--- config.mk ---
export PLATFORM = sky130hd
export DESIGN_NAME = sipo_rx_ctrl
export DESIGN_NICKNAME = d
export VERILOG_FILES = /design/src/rtl/sipo_rx_pkg.sv /design/src/rtl/rx_out_reg.sv /design/src/rtl/sipo_rx_ctrl.sv
export SDC_FILE = /design/constraint.sdc
export NUM_CORES = 1
export LEC_CHECK = 0
export BUFFER_PORTS_ARGS = -buffer_cell sky130_fd_sc_hd__buf_2
export CAP_MARGIN = 15
export CORE_MARGIN = 10
export CORE_UTILIZATION = 43
export DETAILED_ROUTE_END_ITERATION = 7
export GPL_ROUTABILITY_DRIVEN = 0
export PLACE_DENSITY = 0.71
export SLEW_MARGIN = 20
export SYNTH_ARGS = -nofsm -noshare
export SYNTH_HDL_FRONTEND = slang
export SYNTH_SLANG_ARGS = --single-unit
--- constraint.sdc ---
create_clock -name clk -period 1.5 [get_ports clk]
set_input_delay 0.3 -clock clk [delete_from_list [all_inputs] [get_ports clk]]
set_output_delay 0.3 -clock clk [all_outputs]
set_load 0.05 [all_outputs]
--- src/rtl/sipo_rx_pkg.sv ---
// Shared constants for the serial-in/parallel-out receiver: FSM state
// encodings and the default word width.
package sipo_rx_pkg;

  localparam int DEFAULT_WIDTH = 4;

  localparam logic [1:0] ST_IDLE   = 2'd0;
  localparam logic [1:0] ST_SHIFT  = 2'd1;
  localparam logic [1:0] ST_PARITY = 2'd2;

endpackage

--- src/rtl/rx_out_reg.sv ---
// Output holding register with valid/ready handshake. A load while full and
// not being popped is dropped and flagged on overrun_det for that cycle.
module rx_out_reg #(
  parameter int W = 5
) (
  input  logic         clk,
  input  logic         rstb,
  input  logic         load,
  input  logic [W-1:0] load_data,
  input  logic         ready,
  output logic [W-1:0] data,
  output logic         valid,
  output logic         overrun_det
);

  logic [W-1:0] r_data;
  logic         r_valid;
  logic         w_accept;

  // A load is taken when the register is empty or is being popped this cycle.
  assign w_accept    = load && (!r_valid || ready);
  assign overrun_det = load && r_valid && !ready;

  // NOTE: sequential state uses non-blocking assignments so every register
  // samples pre-edge values regardless of statement order.
  always_ff @(posedge clk or negedge rstb) begin
    if (!rstb) begin
      r_data  <= '0;
      r_valid <= 1'b0;
    end else if (w_accept) begin
      r_data  <= load_data;
      r_valid <= 1'b1;
    end else if (r_valid && ready) begin
      r_valid <= 1'b0;
    end
  end

  assign data  = r_data;
  assign valid = r_valid;

endmodule

--- src/rtl/sipo_rx_ctrl.sv ---
// Serial-in, parallel-out receiver, LSB first, with sticky overrun.
// Define SIPO_RX_PARITY_EN to consume a trailing even-parity bit per word.
module sipo_rx_ctrl
  import sipo_rx_pkg::*;
#(
  parameter int WIDTH = DEFAULT_WIDTH
) (
  input  logic                         clk,
  input  logic                         rstb,
  input  logic                         si,
  input  logic                         si_en,
  input  logic                         clr,
  output logic [WIDTH-1:0]             dout,
  output logic                         dout_valid,
  input  logic                         dout_ready,
  output logic [$clog2(WIDTH+1)-1:0]   bit_cnt,
  output logic                         busy,
  output logic                         overrun,
  output logic                         par_err
);

  localparam int            CW   = $clog2(WIDTH+1);
  localparam logic [CW-1:0] LAST = CW'(WIDTH-1);

  logic [1:0]       r_state;
  logic [WIDTH-1:0] r_sr;
  logic [CW-1:0]    r_bit_cnt;
  logic             r_overrun;

  logic [WIDTH-1:0] w_shift;
  logic             w_load;
  logic [WIDTH:0]   w_load_data;
  logic [WIDTH:0]   w_out;
  logic             w_ovr_det;

  assign w_shift = {si, r_sr[WIDTH-1:1]};

`ifdef SIPO_RX_PARITY_EN
  // Data is already complete in r_sr; the parity bit is the delivery strobe.
  assign w_load      = si_en && !clr && (r_state == ST_PARITY);
  assign w_load_data = {(^r_sr) ^ si, r_sr};
`else
  assign w_load      = si_en && !clr && (r_state == ST_SHIFT) && (r_bit_cnt == LAST);
  assign w_load_data = {1'b0, w_shift};
`endif

  always_ff @(posedge clk or negedge rstb) begin
    if (!rstb) begin
      r_state   <= ST_IDLE;
      r_sr      <= '0;
      r_bit_cnt <= '0;
      r_overrun <= 1'b0;
    end else if (clr) begin
      r_state   <= ST_IDLE;
      r_sr      <= '0;
      r_bit_cnt <= '0;
      r_overrun <= 1'b0;
    end else begin
      if (w_ovr_det) r_overrun <= 1'b1;
      if (si_en) begin
        case (r_state)
          ST_IDLE: begin
            r_sr      <= w_shift;
            r_bit_cnt <= CW'(1);
            r_state   <= ST_SHIFT;
          end
          ST_SHIFT: begin
            r_sr <= w_shift;
            if (r_bit_cnt == LAST) begin
              r_bit_cnt <= '0;
`ifdef SIPO_RX_PARITY_EN
              r_state   <= ST_PARITY;
`else
              r_state   <= ST_IDLE;
`endif
            end else begin
              r_bit_cnt <= r_bit_cnt + CW'(1);
            end
          end
          default: r_state <= ST_IDLE;
        endcase
      end
    end
  end

  rx_out_reg #(.W(WIDTH+1)) u_out_reg (
    .clk         (clk),
    .rstb        (rstb),
    .load        (w_load),
    .load_data   (w_load_data),
    .ready       (dout_ready),
    .data        (w_out),
    .valid       (dout_valid),
    .overrun_det (w_ovr_det)
  );

  assign dout    = w_out[WIDTH-1:0];
  assign par_err = w_out[WIDTH];
  assign bit_cnt = r_bit_cnt;
  assign busy    = (r_state != ST_IDLE);
  assign overrun = r_overrun;

endmodule

==> summary.txt <==
Detailed routing
  – Vias per inst: 5.38
  – Via Count: 430
  – WL met1: 466 µm
  – Uppermost layer routed: met4
  – DR iter-0 viols: 3
  – TritonRoute pass-1 iters: 4
  – Wire length on met3: 89 µm
  – Antenna-violating nets left: 0
  – DR WL met2: 593 µm
  – Drt wl/cell: 14.6 µm
  – Total Wirelength: 1.17 mm
  – # DRC: 0

Worst setup path
  – CP Launch Type: flip-flop
  – Reg2reg start: bit_cnt[0]$_DFFE_PN0P_
  – Cells on worst reg2reg path: 4
  – CP Capture Type: flip-flop
  – Crit-path slowest cell: dfrtp_2
  – Worst Path Max Fanout: 4
  – CP peak stage delay: 400 ps
  – Required time of the critical path: 1660 ps
  – Critical path class: flip-flop to flip-flop
  – Worst Path Buf+Inv: 0
  – CP Cell Sequence: ha_4 > nand4b_4 > nor3b_4 > mux2_2
  – R2r endpoint: u_out_reg.data[3]$_DFFE_PN0P_
  – Top delay family on crit path: simple AND/OR/NAND/NOR gates
  – Worst Path Arrival: 1600 ps
  – Reg2Reg Setup Slack: 60 ps

Pwr
  – Power Density: 924 nW/µm²
  – Psw: 0.178 mW
  – P_int: 0.489 mW
  – Sw Share: 26.7%
  – Clock group share of total power: 32.3%
  – Power share of the combinational group: 12.3%
  – Leakage power: 0.398 nW
  – Sequential cell fraction of total power: 55.4%
  – Maximum vdd drop: 0.596 mV

Logic synthesis
  – Mapped Cells: 46
  – Syn Area/Cell: 12.7 µm²
  – Synth top cells by count: dfrtp_1, nor2_1, mux2_2
  – Unique masters post-synth: 21
  – Sequential fraction of the synthesis area: 55.8%
  – Synth area leader: dfrtp_1
  – Cell Area, Synth: 583 µm²
  – FF+latch count, synth: 13
  – Top post-synthesis cells by area: dfrtp_1, mux2_2, mux2i_1
  – Synthesized Nets: 53
  – Most frequent cell after synthesis: dfrtp_1
  – Yosys Warn Count: 0
  – EDFF count, synth: 0
  – Leading register cell type out of synthesis: dfrtp_1
  – Asr flop ratio synth: 100%
  – Top-area cell type share of the netlist area: 55.8%

Timing
  – Final setup viols: 0
  – Final hold slack: 289 ps
  – Skew final: 1.26 ps
  – Final Hold Vio Count: 0
  – Max Slew Vio Count: 0
  – Fmax achieved: 696 MHz
  – Setup_tns: 0 ps
  – Fin crit share: 95.8%
  – Tmin final: 1440 ps
  – RSZ-0062 raised after global routing: yes

Global route
  – Vias in the first global route: 467
  – GRT Total Usage: 7.81%
  – GRT overflow: 0
  – First-pass GRT wire length: 2.04 mm
  – Initial antenna violation count: 0
  – Largest net degree at the start of global routing: 14

Clock network
  – Root buffer cell: clkbuf_4
  – H-tree Lvls: 1
  – Worst-skew pair later-pin latency: 270 ps
  – Total CTS buffers: 3
  – Sink Count: 13
  – CTS tree: yes
  – Clk buf depth: 2
  – Clk pin slew, worst setup/hold paths: 80 ps
  – Resized Gates After CTS: 0

Die
  – DIE HEIGHT: 56.8 µm
  – Die area: 3230 µm²
  – Ports: 17
  – Core Region: 1280 µm²
  – Initial Util: 45.4%
  – Rows: 13
  – Die width: 56.8 µm

Layout
  – Post-route insts no fill: 80
  – Area grow syn2layout: 23.8%
  – Fin nets: 73
  – Share of cells above drive strength 1: 46.2%
  – Fillers: 111
  – Ant diodes: 0

Job
  – Max cap viols: 0

Placed design
  – Post-Place Cells: 74
  – IO Port Bufs: 15
  – HPWL after detailed placement: 886 µm

Worst hold path
  – Hold Crit Class: input port to flip-flop
  – Hold Path End: u_out_reg.data[3]$_DFFE_PN0P_
  – WHS Path Cells: 2
  – Hold wc startpoint: si

Outcome
  – Status: finished, final reports clean
[worst register-to-register path, cell delays in order (launching register included)]
cell and delay, ps:
dfrtp_2 400, ha_4 150, nand4b_4 140, nor3b_4 280, mux2_2 370
[layout by cell type, fill, tap and decap left out, types with 2 or more instances in the layout]
| master | n |
|---|---|
| clkbuf_4 | 3 |
| mux2i_1 | 3 |
| mux2_2 | 4 |
| nor2_1 | 5 |
| nand2b_1 | 3 |
| buf_4 | 2 |
| dfrtp_2 | 3 |
| buf_2 | 15 |
| dfrtp_1 | 10 |
| o21ai_0 | 2 |
| inv_1 | 2 |
[final cells by class]
class | count | area [µm²] | share of cell area (%)
Sequential cell | 13 | 329 | 45.6
Multi-Input combinational cell | 28 | 240 | 33.3
Timing Repair Buffer | 18 | 100 | 13.9
Clock buffer | 4 | 26.3 | 3.64
Tap cell | 15 | 18.8 | 2.60
Inverter | 2 | 7.51 | 1.04
[per-layer routing]
metal  GRT usage, %  vias to the layer above
met3           3.37                        4
met2           12.7                       13
met1           7.96                      218
met4           5.03                        0
li1               -                      195
met5              0                        -
[how the worst max path moves through the flow]
| stage | startpoint | end | slack [ps] | cells past startpoint |
|---|---|---|---|---|
| after global placement | bit_cnt[0]$_DFFE_PN0P_ | u_out_reg.data[3]$_DFFE_PN0P_ | 70 | 4 |
| after detailed placement | bit_cnt[0]$_DFFE_PN0P_ | u_out_reg.data[1]$_DFFE_PN0P_ | 50 | 4 |
| after CTS | bit_cnt[0]$_DFFE_PN0P_ | u_out_reg.data[0]$_DFFE_PN0P_ | 40 | 4 |
| final | bit_cnt[0]$_DFFE_PN0P_ | u_out_reg.data[3]$_DFFE_PN0P_ | 60 | 4 |
| after floorplan | bit_cnt[0]$_DFFE_PN0P_ | u_out_reg.data[3]$_DFFE_PN0P_ | -90 | 4 |
| after global routing | bit_cnt[1]$_DFFE_PN0P_ | u_out_reg.data[0]$_DFFE_PN0P_ | -7 | 4 |
[kinds of logic (layout without fill, tap and decap cells)]
logic type | Yosys count | in the layout | synth area share, %
DFF | 13 | 13 | 55.8
and+or+nand+nor | 13 | 13 | 16.7
other | 1 | 1 | 0.643
adders and majority gates | 1 | 1 | 2.15
buffers and inverters | 5 | 24 | 5.15
AOI/OAI and AO/OA | 6 | 6 | 6.65
muxes | 7 | 7 | 12.9
[registers in the layout (all words and copies together) (netlist names)]
register,flops
u_out_reg.data,4
bit_cnt,3
overrun,1
u_out_reg.valid,1
r_sr,3
r_state,1
[power by group through the flow]
stage               clock, mW  combinational (mW)  sequential, mW
global route            0.242              0.0900           0.372
detailed placement          0              0.0778           0.378
floorplan                   0              0.0331           0.397
global placement            0              0.0770           0.377
CTS                     0.222              0.0800           0.370
finish                  0.215              0.0822           0.370
[repair_timing]
item                                    4_1_cts  5_1_grt
buffers inserted                              0        1
endpoints found under the hold margin        13        0
hold buffers                                  1        0
endpoints found under the setup margin        0        4
[stage by stage]
| stage | util [%] | worst slack [ps] | total power, mW | cell area (µm²) |
|---|---|---|---|---|
| 2_1_floorplan | - | -87.1 | 0.430 | 599 |
| 3_3_place_gp | 52.8 | 74.8 | 0.454 | 678 |
| 3_5_place_dp | 52.8 | 50.0 | 0.455 | 678 |
| 4_1_cts | 55.6 | 38.1 | 0.672 | 714 |
| 5_1_grt | 56.2 | -6.61 | 0.704 | 722 |
| 6_report | 56.2 | 62.4 | 0.667 | 722 |
Note: power is estimated with default switching activity, not from simulation.
